==> src/rtl/mem_stage_ctrl_pkg.sv <==
// Shared LC-3b types for the MEM stage: word/register aliases, memory op codes
// and the MEM-access FSM state encoding.
package mem_stage_ctrl_pkg;

  typedef logic [15:0] lc3b_word;
  typedef logic [2:0]  lc3b_reg;

  typedef enum logic [2:0] {
    MEMOP_NONE = 3'd0,
    MEMOP_LDR  = 3'd1,
    MEMOP_LDB  = 3'd2,
    MEMOP_STR  = 3'd3,
    MEMOP_STB  = 3'd4,
    MEMOP_LDI  = 3'd5,
    MEMOP_STI  = 3'd6
  } lc3b_memop;

  typedef enum logic [1:0] {
    MS_IDLE = 2'd0,
    MS_ACC1 = 2'd1,
    MS_ACC2 = 2'd2,
    MS_DONE = 2'd3
  } lc3b_mem_state;

  function automatic logic memop_is_load(lc3b_memop op);
    return (op == MEMOP_LDR) || (op == MEMOP_LDB) || (op == MEMOP_LDI);
  endfunction

  function automatic logic memop_is_store(lc3b_memop op);
    return (op == MEMOP_STR) || (op == MEMOP_STB) || (op == MEMOP_STI);
  endfunction

  function automatic logic memop_is_indirect(lc3b_memop op);
    return (op == MEMOP_LDI) || (op == MEMOP_STI);
  endfunction

endpackage

==> src/rtl/mem_stage_ctrl_byte_lane.sv <==
// Combinational lane steering: aligned address, replicated store data,
// byte-enable mask and zero-extended byte loads.
module mem_byte_lane
  import mem_stage_ctrl_pkg::*;
(
  input  lc3b_memop  op,
  input  logic       word_access,
  input  lc3b_word   addr,
  input  lc3b_word   store_data,
  input  lc3b_word   rdata,
  output lc3b_word   aligned_addr,
  output lc3b_word   wdata,
  output logic [1:0] byte_enable,
  output lc3b_word   load_fmt
);

  logic byte_store;
  logic byte_load;

  // word_access forces word semantics for the final indirect access
  assign byte_store   = !word_access && (op == MEMOP_STB);
  assign byte_load    = !word_access && (op == MEMOP_LDB);

  assign aligned_addr = {addr[15:1], 1'b0};
  assign wdata        = byte_store ? {store_data[7:0], store_data[7:0]} : store_data;
  assign byte_enable  = byte_store ? (addr[0] ? 2'b10 : 2'b01) : 2'b11;
  assign load_fmt     = byte_load ? {8'h00, (addr[0] ? rdata[15:8] : rdata[7:0])}
                                  : rdata;

endmodule

==> src/rtl/mem_stage_ctrl.sv <==
// LC-3b MEM-stage data-memory controller: sequences single and indirect
// accesses against a handshaked memory and stalls the pipeline meanwhile.
module mem_stage_ctrl
  import mem_stage_ctrl_pkg::*;
#(
  parameter int INDIRECT_EN = 1
) (
  input  logic        clk,
  input  logic        reset,
  input  logic        valid_in,
  input  logic [2:0]  mem_op,
  input  logic [15:0] addr_in,
  input  logic [15:0] store_data_in,
  input  logic [15:0] dmem_rdata,
  input  logic        dmem_resp,
  output logic        dmem_read,
  output logic        dmem_write,
  output logic [15:0] dmem_address,
  output logic [15:0] dmem_wdata,
  output logic [1:0]  dmem_byte_enable,
  output logic [15:0] load_data,
  output logic        load_data_valid,
  output logic        stall_pipeline
);

  localparam bit IND_EN = (INDIRECT_EN != 0);

  lc3b_mem_state state, state_next;
  lc3b_memop     op_in, op_q;
  lc3b_word      addr_q, sd_q, ptr_q, load_q;

  logic          latch_en, ptr_en, ld_en;
  logic          indirect;
  lc3b_word      lane_addr_in, lane_addr, lane_wdata, lane_load;
  logic [1:0]    lane_be;

  assign op_in        = lc3b_memop'(mem_op);
  assign indirect     = IND_EN && memop_is_indirect(op_q);
  assign lane_addr_in = (state == MS_ACC2) ? ptr_q : addr_q;

  mem_byte_lane u_lane (
    .op           (op_q),
    .word_access  (state == MS_ACC2),
    .addr         (lane_addr_in),
    .store_data   (sd_q),
    .rdata        (dmem_rdata),
    .aligned_addr (lane_addr),
    .wdata        (lane_wdata),
    .byte_enable  (lane_be),
    .load_fmt     (lane_load)
  );

  always_ff @(posedge clk or posedge reset) begin
    if (reset) begin
      state  <= MS_IDLE;
      op_q   <= MEMOP_NONE;
      addr_q <= '0;
      sd_q   <= '0;
      ptr_q  <= '0;
      load_q <= '0;
    end else begin
      state <= state_next;
      if (latch_en) begin
        op_q   <= op_in;
        addr_q <= addr_in;
        sd_q   <= store_data_in;
      end
      if (ptr_en) ptr_q  <= dmem_rdata;
      if (ld_en)  load_q <= lane_load;
    end
  end

  always_comb begin
    state_next       = state;
    latch_en         = 1'b0;
    ptr_en           = 1'b0;
    ld_en            = 1'b0;
    stall_pipeline   = 1'b0;
    dmem_read        = 1'b0;
    dmem_write       = 1'b0;
    dmem_address     = '0;
    dmem_wdata       = '0;
    dmem_byte_enable = 2'b00;
    load_data_valid  = 1'b0;
    unique case (state)
      MS_IDLE: begin
        // undefined op encodings are treated like NONE
        if (valid_in && (memop_is_load(op_in) || memop_is_store(op_in))) begin
          stall_pipeline = 1'b1;
          latch_en       = 1'b1;
          state_next     = MS_ACC1;
        end
      end
      MS_ACC1: begin
        stall_pipeline   = 1'b1;
        dmem_read        = memop_is_load(op_q) || indirect;
        dmem_write       = memop_is_store(op_q) && !indirect;
        dmem_address     = lane_addr;
        dmem_wdata       = lane_wdata;
        dmem_byte_enable = lane_be;
        if (dmem_resp) begin
          if (indirect) begin
            ptr_en     = 1'b1;
            state_next = MS_ACC2;
          end else begin
            ld_en      = memop_is_load(op_q);
            state_next = MS_DONE;
          end
        end
      end
      MS_ACC2: begin
        stall_pipeline   = 1'b1;
        dmem_read        = memop_is_load(op_q);
        dmem_write       = memop_is_store(op_q);
        dmem_address     = lane_addr;
        dmem_wdata       = lane_wdata;
        dmem_byte_enable = lane_be;
        if (dmem_resp) begin
          ld_en      = memop_is_load(op_q);
          state_next = MS_DONE;
        end
      end
      MS_DONE: begin
        load_data_valid = memop_is_load(op_q);
        state_next      = MS_IDLE;
      end
      default: state_next = MS_IDLE;
    endcase
  end

  assign load_data = load_q;

endmodule

==> config.mk <==
export PLATFORM = sky130hd
export DESIGN_NAME = mem_stage_ctrl
export DESIGN_NICKNAME = d
export VERILOG_FILES = /design/src/rtl/mem_stage_ctrl_pkg.sv /design/src/rtl/mem_stage_ctrl_byte_lane.sv /design/src/rtl/mem_stage_ctrl.sv
export SDC_FILE = /design/constraint.sdc
export NUM_CORES = 1
export LEC_CHECK = 0
export BUFFER_PORTS_ARGS = -buffer_cell sky130_fd_sc_hd__buf_2
export CAP_MARGIN = 40
export CORE_MARGIN = 3
export CORE_UTILIZATION = 50
export CTS_CLUSTER_DIAMETER = 150
export CTS_CLUSTER_SIZE = 8
export DETAILED_ROUTE_END_ITERATION = 12
export GPL_ROUTABILITY_DRIVEN = 0
export GPL_TIMING_DRIVEN = 0
export PLACE_DENSITY = 0.79
export SLEW_MARGIN = 0
export SYNTH_ARGS = -nofsm -noshare
export SYNTH_HDL_FRONTEND = slang
export SYNTH_SLANG_ARGS = --single-unit
==> constraint.sdc <==
create_clock -name clk -period 2.01 [get_ports clk]
set_input_delay 0.1005 -clock clk [delete_from_list [all_inputs] [get_ports clk]]
set_output_delay 0.1005 -clock clk [all_outputs]
set_load 0.005 [all_outputs]
==> metrics.json <==
{
  "fin_worst_skew_ps": 12.0,
  "grt.total_usage_pct": 23.8,
  "grt_pass1_vias": 2883,
  "comb_power_share_pct": 52.0,
  "postLayoutCoreUtil_pct": 73.0,
  "critical_path.startpoint_type": "flip-flop",
  "worst_slack_ps": 48.0,
  "worstSetupPathType": "flip-flop to output pin",
  "numPortBuffers": 107,
  "routed_wirelength_mm": 9.04,
  "cts_tree": "done",
  "cellInternalPower_w": 0.00502,
  "clock_insertion_delay_worst_skew_ps": 340,
  "max-cap-violations": 0,
  "synth_warnings": 0,
  "clock_pin_slew_reported_for_the_worst_setup_and_hold_paths_after_clock_tree_synthesis_ps": 80,
  "sequential_power_share_pct": 32.1,
  "final_cell_count_no_fill": 519,
  "row_count": 29,
  "synth.top_cell.area_share_pct": 49.5,
  "design.core.area_um2": 6490,
  "area.sequential_um2": 1700,
  "drcViolationCount": 0,
  "synth.lib_cells_used.distinct": 35,
  "dieArea_um2": 7910,
  "grt_setup_unrepaired": "true",
  "initialDrtViolationCount": 165,
  "postSynthNetCount": 345,
  "run_status": "completed",
  "hold_viol_final": 0,
  "critical_path_required_ps": 1910,
  "worstPathCellList": "inv_2 -> ha_4 -> buf_8 -> nor3_4 -> buf_6 -> nand2_1 -> a21boi_1 -> buf_2",
  "cts.sink_count": 68,
  "pin_count": 109,
  "max_root_sink_buffers": 2,
  "insertedDiodeCount": 0,
  "area_delta_synth_final_pct": 38.0,
  "grt_max_degree": 48,
  "p_per_area_nw_per_um2": 1650,
  "mappedNetlistArea_um2": 3440,
  "final_min_period_over_clock_period_pct": 97.6,
  "timing.hold.worst.class": "input port to flip-flop",
  "synth_cells": 285,
  "antenna_found_initial": 0,
  "final-setup-viol-count": 0,
  "dp_hpwl_mm": 6.04,
  "reg2reg_setup_slack_ps": 60,
  "synth_largest_area_cell": "dfrtp_1",
  "chipWidth_um": 88.9,
  "fraction_of_layout_cells_with_a_size_suffix_above_1_pct": 50.7,
  "finalWorstPathRequiredPeriod_ps": 1960,
  "place_inst": 470,
  "vdd_ir_drop_max_uv": 810,
  "syn_area_per_cell_um2": 12.1,
  "path_max_fanout": 10,
  "maxClockFrequency_mhz": 510,
  "cts-root-buf": "clkbuf_8",
  "detail_route.wl_per_cell_um": 17.4,
  "ant_nets": 0,
  "fin_nets": 497,
  "yosysSeqAreaShare_pct": 49.5,
  "endpoint_kind": "output pin",
  "cts_htree_levels": 3,
  "worst-endpoint-arrival_ps": 1860,
  "cp_slowest_stage_delay_ps": 390,
  "power_switching_w": 0.00281,
  "grt_overflow_total": 0,
  "layout.filler_cells": 450,
  "vias_per_cell": 5.36,
  "pre_cts_slack_ps": -73.0,
  "initial_core_util_pct": 52.9,
  "total_clock_buffers_created_by_cts": 9,
  "sw_frac_of_total_pct": 35.9,
  "leakage_nw": 2.35,
  "finalMaxSlewViolations": 0,
  "postSynthRegisterBits": 68,
  "vertical_extent_of_the_die_um": 88.9,
  "route.vias.total": 2781,
  "grt_pass1_wl_mm": 14.1,
  "synth.area.top_cells": "dfrtp_1 49%, mux2_2 21%, mux2i_1 7.0%",
  "cpMaxStageDelayCell": "dfrtp_1",
  "clock_power_share_pct": 15.9,
  "drt_pre_antenna_iters": 5,
  "multi_input_comb_area_um2": 1660
}
-- final cells by class --
class | count | area share (%)
clock buffers | 12 | 3.06
repair buffers | 142 | 18.8
well taps | 77 | 2.03
flip-flops and latches | 68 | 35.9
inverters | 12 | 1.00
clock inverters | 4 | 1.53
multi-input cells | 190 | 34.9
plain buffers | 14 | 2.74
-- power by group through the flow --
| stage | Sequential, W | Combinational, W | Clock [W] |
|---|---|---|---|
| floorplan | 0.00241 | 0.00235 | 0 |
| global placement | 0.00248 | 0.00349 | 0 |
| detailed placement | 0.00252 | 0.00360 | 0 |
| CTS | 0.00249 | 0.00389 | 0.00125 |
| global route | 0.00259 | 0.00443 | 0.00133 |
| finish | 0.00252 | 0.00407 | 0.00124 |
-- registers in the layout, indices dropped and copies added, names as in the netlist --
register,flops
op_q,3
load_data,16
sd_q,16
ptr_q,15
addr_q,16
state,2
-- critical path: cells and delay by family, from the launching register on --
family / cells / cell delay (ps)
compound gates: 1 / 170
buf+inv: 4 / 540
flops: 1 / 390
simple gates: 2 / 220
fa+ha+maj: 1 / 190
-- worst paths after layout --
kind | cells past startpoint | startpoint | end
min in group asynchronous | 3 | reset | op_q[1]
max in group asynchronous | 4 | reset | op_q[0]
hold / removal | 2 | store_data_in[6] | sd_q[6]
setup / recovery | 8 | state[0] | dmem_wdata[11]
setup reg to reg | 6 | op_q[1] | load_data[1]
hold reg to reg | 1 | load_data[4] | load_data[4]
-- layout by cell type (no fill, tap or decap), types with 2 or more instances in the layout --
cell,count
a211oi_1,2
a21boi_0,2
a21boi_1,6
a21oi_1,3
and2_1,8
buf_2,110
buf_4,7
buf_6,4
buf_8,2
bufinv_16,2
clkbuf_1,2
clkbuf_4,3
clkbuf_8,11
dfrtp_1,66
dfrtp_2,2
dlygate4sd3_1,28
ha_1,3
ha_4,2
inv_1,9
inv_2,2
mux2_2,64
mux2_4,2
mux2i_1,24
nand2_1,29
nor2_1,7
nor2b_1,15
nor3_1,2
o21a_1,2
o21ai_0,2
-- metal layers --
layer  wire [um]  track usage [%]  share of wire [%]
met5           0                0                  0
met4         265             11.4                2.9
met3         413             4.61                4.6
met2        4640             40.1                 51
met1        3720             29.3                 41
-- synthesized netlist by cell type, drive strengths merged --
cell type / n
a211oi: 2
a21boi: 9
a21oi: 3
a2bb2oi: 1
and2: 8
and2b: 1
and3: 1
and4b: 1
buf: 10
clkbuf: 5
conb: 1
dfrtp: 68
ha: 5
inv: 12
mux2: 66
mux2i: 24
nand2: 29
nand2b: 1
nand3: 1
nand3b: 1
nand4: 1
nand4b: 1
nor2: 7
nor2b: 16
nor3: 3
o211ai: 1
o21a: 2
o21ai: 2
or3: 1
or4b: 1
xor2: 1
-- metrics by stage --
| step | area, um^2 | power, W | TNS [ps] | hold slack (ps) |
|---|---|---|---|---|
| 2_1_floorplan | 3440 | 0.00476 | 0 | 217 |
| 3_3_place_gp | 4070 | 0.00597 | -46320 | 334 |
| 3_5_place_dp | 4100 | 0.00612 | -1860 | 77.9 |
| 4_1_cts | 4690 | 0.00764 | 0 | 2.72 |
| 5_1_grt | 4740 | 0.00836 | -141 | 2.91 |
| 6_report | 4740 | 0.00783 | 0 | 9.81 |
-- cell families after synthesis --
| group | Yosys count | share of synthesized area (%) |
|---|---|---|
| AOI/OAI and AO/OA | 20 | 4.44 |
| other | 1 | 0.109 |
| DFF | 68 | 49.5 |
| and+or+nand+nor | 73 | 11.2 |
| buffers and inverters | 27 | 3.64 |
| xor gates and xnor gates | 1 | 0.473 |
| adders and majority gates | 5 | 1.82 |
| muxes | 90 | 28.8 |
-- timing repair --
action                     in CTS  in global routing
setup buffers                   4                  2
hold endpoints to repair       48                  0
hold buffers                   28                  0
setup endpoints to repair      71                 34
pin swaps                       1                  1
resized for setup              21                 19
Note: power is estimated with default switching activity, not from simulation.
